<file path="config.mk">
export PLATFORM = sky130hd
export DESIGN_NAME = mem_access_unit
export DESIGN_NICKNAME = d
export VERILOG_FILES = /design/src/rtl/mem_access_unit.sv
export SDC_FILE = /design/constraint.sdc
export NUM_CORES = 1
export LEC_CHECK = 0
export BUFFER_PORTS_ARGS = -buffer_cell sky130_fd_sc_hd__buf_4
export CAP_MARGIN = 20
export CORE_MARGIN = 1.5
export CORE_UTILIZATION = 49
export CTS_CLUSTER_DIAMETER = 100
export DETAILED_ROUTE_END_ITERATION = 10
export GPL_ROUTABILITY_DRIVEN = 0
export GPL_TIMING_DRIVEN = 0
export HOLD_SLACK_MARGIN = 0.1
export PLACE_DENSITY = 0.79
export SLEW_MARGIN = 20
export SYNTH_ARGS = -nofsm -noshare
export SYNTH_HDL_FRONTEND = slang
export SYNTH_SLANG_ARGS = --single-unit
export TNS_END_PERCENT = 20
</file>
<file path="constraint.sdc">
create_clock -name clk -period 3.4 [get_ports clk]
set_input_delay 0.34 -clock clk [delete_from_list [all_inputs] [get_ports clk]]
set_output_delay 0.34 -clock clk [all_outputs]
set_load 0.01 [all_outputs]
</file>
<file path="src/rtl/mem_access_unit.sv">
// mem_access_unit: multi-cycle MEM stage. Issues byte-lane-masked load/store
// requests over a req/ack data port, aligns and extends load data, and
// presents a registered writeback/forwarding result to MEM/WB.
// Build option MEM_MISALIGN_SPLIT_EN: when defined, accesses that cross a bus
// word are split into two beats; when undefined they complete at once with
// misalign_o set and no memory request.
module mem_access_unit #(
    parameter int unsigned XLEN   = 32,
    parameter int unsigned ADDR_W = 32,
    parameter int unsigned BUS_W  = 32
) (
    input  logic                 clk,
    input  logic                 rst,
    input  logic                 in_valid,
    output logic                 in_ready,
    input  logic [1:0]           op,
    input  logic [2:0]           funct3,
    input  logic [ADDR_W-1:0]    addr,
    input  logic [XLEN-1:0]      wdata_i,
    input  logic                 wreg_i,
    input  logic [4:0]           wd_i,
    output logic                 mem_req,
    output logic                 mem_we,
    output logic [ADDR_W-1:0]    mem_addr,
    output logic [BUS_W/8-1:0]   mem_be,
    output logic [BUS_W-1:0]     mem_wdata,
    input  logic                 mem_ack,
    input  logic [BUS_W-1:0]     mem_rdata,
    output logic                 out_valid,
    output logic                 wreg_o,
    output logic [4:0]           wd_o,
    output logic [XLEN-1:0]      wdata_o,
    output logic                 misalign_o
);
    localparam int unsigned NB    = BUS_W / 8;
    localparam int unsigned OFF_W = $clog2(NB);
    localparam int unsigned CNT_W = OFF_W + 3;

    typedef enum logic [1:0] {
        IDLE  = 2'd0,
        BEAT0 = 2'd1,
        BEAT1 = 2'd2
    } state_t;

    state_t             state_q, state_d;
    logic               mem_req_q, mem_req_d;
    logic               mem_we_q, mem_we_d;
    logic [ADDR_W-1:0]  mem_addr_q, mem_addr_d;
    logic [NB-1:0]      mem_be_q, mem_be_d;
    logic [BUS_W-1:0]   mem_wdata_q, mem_wdata_d;
    logic               out_valid_q, out_valid_d;
    logic               wreg_o_q, wreg_o_d;
    logic [4:0]         wd_o_q, wd_o_d;
    logic [XLEN-1:0]    wdata_o_q, wdata_o_d;
    logic               misalign_q, misalign_d;

    // captured instruction fields
    logic [2:0]         f3_q, f3_d;
    logic [OFF_W-1:0]   off_q, off_d;
    logic [4:0]         wd_q, wd_d;
    logic               wreg_q, wreg_d;
    logic               store_q, store_d;

`ifdef MEM_MISALIGN_SPLIT_EN
    logic               split_q, split_d;
    logic [NB-1:0]      be_hi_q, be_hi_d;
    logic [BUS_W-1:0]   st_hi_q, st_hi_d;
    logic [XLEN-1:0]    lo_q, lo_d;
    logic [NB-1:0]      be_hi;
    logic [BUS_W-1:0]   st_hi;
    logic [OFF_W:0]     hi_sh;
    logic [XLEN-1:0]    ld_hi;
`endif

    logic               is_mem;
    logic               is_store;
    logic               f3_ok;
    logic               crossing;
    logic [2:0]         size;
    logic [OFF_W-1:0]   off;
    logic [NB-1:0]      be_lo;
    logic [BUS_W-1:0]   st_lo;
    logic [XLEN-1:0]    ld_lo;
    logic [XLEN-1:0]    ld_data;
    logic               done;

    // Sign/zero extension of aligned load data by width code
    function automatic logic [XLEN-1:0] load_ext(input logic [XLEN-1:0] d,
                                                 input logic [2:0]      f3);
        case (f3)
            3'b000:  load_ext = {{(XLEN-8){d[7]}}, d[7:0]};
            3'b001:  load_ext = {{(XLEN-16){d[15]}}, d[15:0]};
            3'b100:  load_ext = {{(XLEN-8){1'b0}}, d[7:0]};
            3'b101:  load_ext = {{(XLEN-16){1'b0}}, d[15:0]};
            default: load_ext = d;
        endcase
    endfunction

    // Decode the presented instruction: size, lane offset, masks, store data
    always_comb begin
        is_mem   = (op == 2'b01) || (op == 2'b10);
        is_store = (op == 2'b10);
        off      = addr[OFF_W-1:0];
        f3_ok    = 1'b1;
        size     = 3'd1;
        case (funct3)
            3'b000, 3'b100: size = 3'd1;
            3'b001, 3'b101: size = 3'd2;
            3'b010:         size = 3'd4;
            default:        f3_ok = 1'b0;
        endcase
        crossing = (CNT_W'(off) + CNT_W'(size)) > CNT_W'(NB);
        be_lo    = NB'(((32'd1 << size) - 32'd1) << off);
        st_lo    = BUS_W'((2 * BUS_W)'(wdata_i) << {off, 3'b000});
`ifdef MEM_MISALIGN_SPLIT_EN
        be_hi    = NB'((((32'd1 << size) - 32'd1) << off) >> NB);
        st_hi    = BUS_W'(((2 * BUS_W)'(wdata_i) << {off, 3'b000}) >> BUS_W);
`endif
    end

    // Align returned bus data down to byte 0 of the result
    always_comb begin
        ld_lo = XLEN'(mem_rdata >> {off_q, 3'b000});
`ifdef MEM_MISALIGN_SPLIT_EN
        hi_sh = (OFF_W + 1)'(NB) - (OFF_W + 1)'(off_q);
        ld_hi = XLEN'((BUS_W + XLEN)'(mem_rdata) << {hi_sh, 3'b000});
`endif
    end

    // Next-state and registered-output computation
    always_comb begin
        state_d     = state_q;
        mem_req_d   = mem_req_q;
        mem_we_d    = mem_we_q;
        mem_addr_d  = mem_addr_q;
        mem_be_d    = mem_be_q;
        mem_wdata_d = mem_wdata_q;
        out_valid_d = 1'b0;
        wreg_o_d    = wreg_o_q;
        wd_o_d      = wd_o_q;
        wdata_o_d   = wdata_o_q;
        misalign_d  = misalign_q;
        f3_d        = f3_q;
        off_d       = off_q;
        wd_d        = wd_q;
        wreg_d      = wreg_q;
        store_d     = store_q;
`ifdef MEM_MISALIGN_SPLIT_EN
        split_d     = split_q;
        be_hi_d     = be_hi_q;
        st_hi_d     = st_hi_q;
        lo_d        = lo_q;
`endif
        done        = 1'b0;
        ld_data     = ld_lo;

        case (state_q)
            IDLE: begin
                if (in_valid) begin
                    if (!is_mem) begin
                        out_valid_d = 1'b1;
                        wreg_o_d    = wreg_i;
                        wd_o_d      = wd_i;
                        wdata_o_d   = wdata_i;
                        misalign_d  = 1'b0;
                    end else if (!f3_ok) begin
                        out_valid_d = 1'b1;
                        wreg_o_d    = 1'b0;
                        wd_o_d      = wd_i;
                        wdata_o_d   = '0;
                        misalign_d  = 1'b0;
`ifndef MEM_MISALIGN_SPLIT_EN
                    end else if (crossing) begin
                        out_valid_d = 1'b1;
                        wreg_o_d    = 1'b0;
                        wd_o_d      = wd_i;
                        wdata_o_d   = '0;
                        misalign_d  = 1'b1;
`endif
                    end else begin
                        state_d     = BEAT0;
                        mem_req_d   = 1'b1;
                        mem_we_d    = is_store;
                        mem_addr_d  = {addr[ADDR_W-1:OFF_W], OFF_W'(0)};
                        mem_be_d    = be_lo;
                        mem_wdata_d = is_store ? st_lo : '0;
                        f3_d        = funct3;
                        off_d       = off;
                        wd_d        = wd_i;
                        wreg_d      = wreg_i;
                        store_d     = is_store;
`ifdef MEM_MISALIGN_SPLIT_EN
                        split_d     = crossing;
                        be_hi_d     = be_hi;
                        st_hi_d     = is_store ? st_hi : '0;
`endif
                    end
                end
            end
            BEAT0: begin
                if (mem_ack) begin
`ifdef MEM_MISALIGN_SPLIT_EN
                    if (split_q) begin
                        state_d     = BEAT1;
                        mem_addr_d  = mem_addr_q + ADDR_W'(NB);
                        mem_be_d    = be_hi_q;
                        mem_wdata_d = st_hi_q;
                        lo_d        = ld_lo;
                    end else begin
                        done = 1'b1;
                    end
`else
                    done = 1'b1;
`endif
                end
            end
            BEAT1: begin
`ifdef MEM_MISALIGN_SPLIT_EN
                // second beat supplies the upper bytes of the result
                ld_data = lo_q | ld_hi;
                if (mem_ack) begin
                    done = 1'b1;
                end
`else
                state_d = IDLE;
`endif
            end
            default: state_d = IDLE;
        endcase

        if (done) begin
            state_d     = IDLE;
            mem_req_d   = 1'b0;
            mem_we_d    = 1'b0;
            mem_addr_d  = '0;
            mem_be_d    = '0;
            mem_wdata_d = '0;
            out_valid_d = 1'b1;
            wreg_o_d    = store_q ? 1'b0 : wreg_q;
            wd_o_d      = wd_q;
            wdata_o_d   = store_q ? '0 : load_ext(ld_data, f3_q);
            misalign_d  = 1'b0;
        end
    end

    // State, bus and result registers with synchronous reset
    always_ff @(posedge clk) begin
        if (rst) begin
            state_q     <= IDLE;
            mem_req_q   <= 1'b0;
            mem_we_q    <= 1'b0;
            mem_addr_q  <= '0;
            mem_be_q    <= '0;
            mem_wdata_q <= '0;
            out_valid_q <= 1'b0;
            wreg_o_q    <= 1'b0;
            wd_o_q      <= '0;
            wdata_o_q   <= '0;
            misalign_q  <= 1'b0;
            f3_q        <= '0;
            off_q       <= '0;
            wd_q        <= '0;
            wreg_q      <= 1'b0;
            store_q     <= 1'b0;
`ifdef MEM_MISALIGN_SPLIT_EN
            split_q     <= 1'b0;
            be_hi_q     <= '0;
            st_hi_q     <= '0;
            lo_q        <= '0;
`endif
        end else begin
            state_q     <= state_d;
            mem_req_q   <= mem_req_d;
            mem_we_q    <= mem_we_d;
            mem_addr_q  <= mem_addr_d;
            mem_be_q    <= mem_be_d;
            mem_wdata_q <= mem_wdata_d;
            out_valid_q <= out_valid_d;
            wreg_o_q    <= wreg_o_d;
            wd_o_q      <= wd_o_d;
            wdata_o_q   <= wdata_o_d;
            misalign_q  <= misalign_d;
            f3_q        <= f3_d;
            off_q       <= off_d;
            wd_q        <= wd_d;
            wreg_q      <= wreg_d;
            store_q     <= store_d;
`ifdef MEM_MISALIGN_SPLIT_EN
            split_q     <= split_d;
            be_hi_q     <= be_hi_d;
            st_hi_q     <= st_hi_d;
            lo_q        <= lo_d;
`endif
        end
    end

    assign in_ready   = (state_q == IDLE);
    assign mem_req    = mem_req_q;
    assign mem_we     = mem_we_q;
    assign mem_addr   = mem_addr_q;
    assign mem_be     = mem_be_q;
    assign mem_wdata  = mem_wdata_q;
    assign out_valid  = out_valid_q;
    assign wreg_o     = wreg_o_q;
    assign wd_o       = wd_o_q;
    assign wdata_o    = wdata_o_q;
    assign misalign_o = misalign_q;

endmodule

</file>
---- Word-level counts from Yosys, hierarchy flattened ----
Index checks and enable logic that the tools add are counted.
word-level totals
  bits in read-only memories .............. 0
  latch bits .............................. 0
  memory bits (writable) .................. 0
  output and inout port bits .............. 111
  input bits .............................. 111
  memories kept ........................... 0
  word-level logic and storage cells ...... 94
  register bits ........................... 122
cells by class
  eq/ne operators ......................... 16
  multiplexer cells ....................... 40
  shift-type cells ........................ 4
  divide/modulo/power cells ............... 0
  $lt $le $gt $ge ......................... 1
  $mul .................................... 0
  reduce and logical (&&, ||, !) cells .... 13
  bitwise gates (word level) .............. 2
  add/subtract/negate cells ............... 2
operators by type and width
  operator                 number
  $mux W32                 8
  $pmux W32 S4             1
  $shl A1 B3 Y32 const A   1
  $shl A32 B2 Y4           1
  $shl A32 B5 Y32          1
  $shr A32 B5 Y32          1
  $sub A32 B1 Y32 const B  1
  $mux W5                  6
  $mux W1                  19
  $eq A3 B3 Y1 const B     4
  $reduce_and A5 Y1        2
  $mux W2                  4
  $eq A3 B1 Y1 const B     2
  $logic_not A3 Y1         2
  $pmux W3 S2              1
  $reduce_and A3 Y1        2
  $reduce_or A5 Y1         1
  $add A2 B3 Y4            1
  $eq A2 B1 Y1 const B     2
  $gt A4 B3 Y1 const B     1
  $ne A2 B1 Y1 const B     2
  $ne A2 B2 Y1 const B     2
  $ne A4 B2 Y1 const B     1
  $pmux W2 S2              1
  8 further kinds          11

---- Longest topological paths before layout ----
  depth after elaboration ................. 11
  depth in mapped cells ................... 12
  mapped depth without buffers ............ 9

---- Least setup slack after synthesis ----
No wires, ideal clock.
  kind .................................... input -> register
  start ................................... in funct3[0]
  end ..................................... reg mem_be_q[1] (netlist: mem_be[1])
  slack ................................... 377 ps
  cell stages on the path ................. 11
  arrival time ............................ 2952 ps
  path buffers ............................ 2
  library setup time ...................... 70 ps
  required time ........................... 3330 ps
  cells stage by stage .................... nor2b_1 > nor2_1 > ha_1 > fa_1 > o21ai_0 > mux2i_1 > or4_1 > buf_2 > buf_6 > or3_1 > a21oi_1
on the way
  word-level cells in the longest chain between the ends .. 7
  elaborated cells on any way between the ends .. 16
  those cells by class .................... add/sub: 2; order compare: 1; eq/ne: 4; shift: 2; mux: 2; bitwise: 1; reduce/logical: 4
RTL lines
  what                                                                     line  RTL
  start: declaration                                                       17    input logic [2:0] funct3,
  parallel branches: the longest is 7 deep, another holds $sub A32 B1 Y32  --
  end signal: assignment                                                   276   mem_be_q <= mem_be_d;
  end: declaration                                                         49    logic [NB-1:0] mem_be_q, mem_be_d;
Several ways; the timed one is not identified.
A chain may end at the register's enable or synchronous reset.

---- Worst setup path after layout ----
  start ................................... in funct3[0]
  end ..................................... reg mem_wdata_q[20] (netlist: mem_wdata[20])
on the way
  word-level cells in the longest chain between the ends .. 7
  elaborated cells on any way between the ends .. 13
  those cells by class .................... add/sub: 1; order compare: 1; eq/ne: 4; mux: 2; bitwise: 1; reduce/logical: 4
RTL lines
  what                                                 line  RTL
  $eq A3 B1 Y1 / $eq A3 B3 Y1 (equally long branches)  106   case (funct3)
  $reduce_or A2 Y1                                     --
  $pmux W3 S2                                          106
  $add A2 B3 Y4                                        112   crossing = (CNT_W'(off) + CNT_W'(size)) > CNT_W'(NB);
  $gt A4 B3 Y1                                         112
  $not A1 Y1 (no source line)                          --
  $reduce_and A5 Y1 (no source line) (*)               --
  end signal: assignment                               277   mem_wdata_q <= mem_wdata_d;
  end: declaration                                     50    logic [BUS_W-1:0] mem_wdata_q, mem_wdata_d;
Every way passes the cells marked *; elsewhere a longest branch is shown, timed or not.

==> results.md <==
- Detail Placement HPWL: 15.1 mm
- Seq pwr share: 0.378
- Total Nets Final: 1,081
- CTS Buffer Depth: 2
- Power Total: 0.00412 W
- Tmin final: 3.15 ns
- Wirelength, routed: 19.8 mm
- Avg Inst Size Synth: 7.86 um^2
- Largest net degree at the start of global routing: 17
- Initial antenna violation count: 0
- #FFs+latches synth: 121
- Cells after Synth: 728
- Fmax: 317 MHz
- Arr. time, crit path: 3.49 ns
- # hold bufs at CTS: 0
- Most area-hungry cell type in the Yosys netlist: dfxtp_1
- Net Sw Frac: 0.269
- LEAKAGE: 3.33 nW
- Post-synth top flop: dfxtp_1
- Setup violators final: 0
- Root Buffer Master: clkbuf_16
- Number of synthesized flops with an enable pin: 0
- Worst-margin pin slew: 0.803 ns
- Library cells used by synthesis: 43
- Crit path from: funct3[0]
- VDD IR-drop max: 0.355 mV
- Yosys warning count: 0
- Clk pwr share: 0.435
- Worst Path Required: 3.74 ns
- Final period util: 0.927
- Port bufs: 218
- Critical Path Sink Type: flip-flop
- Placed insts: 1,090
- Post-CTS setup buffers: 0
- Pins Over Slew Limit: 0
- Routed len/inst: 17.7 um
- Non-filler cells, final: 1,120
- Post-CTS sizing: 0
- Chip width: 111 um
- Crit path launch type: input pin
- Status: completed
- Clk_lat worst skew: 0.42 ns
- Vias in the first global route: 6,058
- H-tree level count: 4
- First-pass GRT wire length: 31.1 mm
- FP Rows: 39
- Critical-path maximum fanout: 10
- Num Clock Sinks: 121
- Layout cells sized above 1: 0.276
- Final-report hold violation count: 0
- Logic gate share of total power: 0.187
- Total die area: 12,300 um^2
- Post-Syn Area: 5720 um^2
- Post-synth top area share: 0.423
- DR vias: 6,328
- FFs w/ async S/R, synth: 0
- Hold wc startpoint: addr[8]
- First-pass iteration count of the detailed router: 5
- Max cap viols: 0
- Starting density of the core: 0.501
- IO Pins: 222
- CTS Buf Count: 17
- Slew margin rel.: 0.460
- Gr usage total: 0.317
- Int Pwr: 0.00301 W
- Layout Skew: 0.00579 ns
- Vias/cell: 5.65
- Starting DRT DRC Count: 479
- Largest cells by area after synthesis: dfxtp_1 (42%), nand2_1 (11%), a21oi_1 (8.4%)
- Grt total ovfl: 0
- DRC: 0
- CTS tree: yes
- Power Dens Cells: 507 nW/um^2
- Reg clk slew, reported paths: 0.05 ns
- Area growth from synthesis to layout: 42.1%
- Die Ht: 111 um
- RSZ-0062 raised after global routing: false
- DP Worst Slack: -0.174 ns
- Final ANT Viol Nets: 0
- Seq/Total Area, Yosys: 0.423
- Sw Pwr: 0.00111 W
- Worst hold path class: in -> reg
- Reg2reg start: state_q[0]$_SDFFE_PP0P_
- Core Area: 11,400 um^2
- Setup slack after layout: 0.250 ns
- Inserted Diodes: 0
- Setup Crit Path Kind: in -> reg
state kept, by name, indices dropped and copies added, names as in the netlist:
signal and count:
mem_be 4, off_q 2, wreg_q 1, wd_o 5
mem_addr 30, mem_we 1, wdata_o 32, state_q 1
store_q 1, mem_req 1, misalign_o 1, out_valid 1
wreg_o 1, wd_q 5, mem_wdata 32, f3_q 3
layer usage:
metal | vias up | track usage | share of wire
met5 | - | 0 | 0
met4 | 0 | 0.137 | 0.040
met3 | 75 | 0.0951 | 0.10
met2 | 380 | 0.511 | 0.45
met1 | 2859 | 0.393 | 0.41
li1 | 3014 | - | -
cell type report:
type | instances | area (um^2)
Clock buffer | 23 | 498
Sequential cell | 121 | 2420
Fill cell | 952 | 3290
Multi-Input combinational cell | 538 | 3020
Tap cell | 143 | 179
Clock inverter | 7 | 91.3
Timing Repair Buffer | 218 | 1640
Inverter | 6 | 22.5
Buffer | 64 | 263
cells in the mapped netlist, types with 2 or more instances:
library cell / number
dfxtp_1: 121
a32oi_1: 7
ha_1: 3
inv_1: 6
mux2_2: 10
o2111ai_1: 8
nor3_1: 2
a21oi_1: 96
a311oi_1: 5
or4_1: 2
buf_4: 2
clkbuf_1: 52
nand3_1: 16
a22oi_1: 9
nand2_1: 171
nand2b_1: 5
a211oi_1: 35
buf_2: 6
nor2b_1: 8
o21ai_0: 28
buf_1: 3
a221oi_1: 3
or3_1: 10
and2_1: 9
nor2_1: 54
mux2i_1: 40
through the flow:
step,utilization,TNS [ns],area [um^2],hold slack (ns)
3_3_place_gp,0.661,-2.03,7540,0.441
5_1_grt,0.712,0,8130,0.165
2_1_floorplan,-,0,5730,0.432
4_1_cts,0.712,0,8130,0.164
6_report,0.712,0,8130,0.169
3_5_place_dp,0.661,-7.19,7540,0.445
cells in the final DEF, fill, tap and decap left out, types with 6 or more instances in the layout:
| master | instances |
|---|---|
| buf_4 | 220 |
| nand2_1 | 171 |
| dfxtp_1 | 121 |
| a21oi_1 | 96 |
| nor2_1 | 54 |
| clkbuf_1 | 53 |
| mux2i_1 | 40 |
| a211oi_1 | 35 |
| o21ai_0 | 28 |
| clkbuf_16 | 17 |
| nand3_1 | 16 |
| or3_1 | 10 |
| mux2_2 | 10 |
| and2_1 | 9 |
| a22oi_1 | 9 |
| nor2b_1 | 8 |
| o2111ai_1 | 8 |
| a32oi_1 | 7 |
| inv_1 | 6 |
| buf_2 | 6 |
final timing paths:
| path | end | slack, ns | depth (start not counted) |
|---|---|---|---|
| max | mem_wdata[20]$_SDFFE_PP0P_ | 0.25 | 13 |
| min | mem_addr[8]$_SDFFE_PP0P_ | 0.17 | 3 |
| max reg2reg | wdata_o[29]$_SDFFE_PP0P_ | 0.85 | 6 |
| min reg2reg | mem_be[0]$_SDFFE_PP0P_ | 0.45 | 2 |
kinds of logic after synthesis:
kind of cell | share of synthesized area
AND/OR/NAND/NOR | 0.212
other | 0.000655
buffers and inverters | 0.0498
flip-flops | 0.423
AO/OA/AOI/OAI | 0.211
adder cells (fa/ha/maj) | 0.0101
multiplexers | 0.0936
worst max-delay path: stages:
cell and delay (ns):
buf_4 0.11, nor2b_1 0.41, nor2_1 0.10, ha_1 0.22, fa_1 0.51, o21bai_1 0.08, mux2i_1 0.38, or4_1 0.21
buf_2 0.19, buf_6 0.15, clkbuf_1 0.50, nand2_1 0.12, a21oi_1 0.17
power by group through the flow:
stage	registers [W]	clock network (W)	logic (W)
after floorplan	0.00162	0	0.000355
after CTS	0.00156	0.00180	0.000760
after detailed placement	0.00159	0	0.000756
final	0.00156	0.00179	0.000771
after global placement	0.00159	0	0.000749
after global routing	0.00157	0.00187	0.000830
No activity file was read; power rests on OpenSTA's default activity.
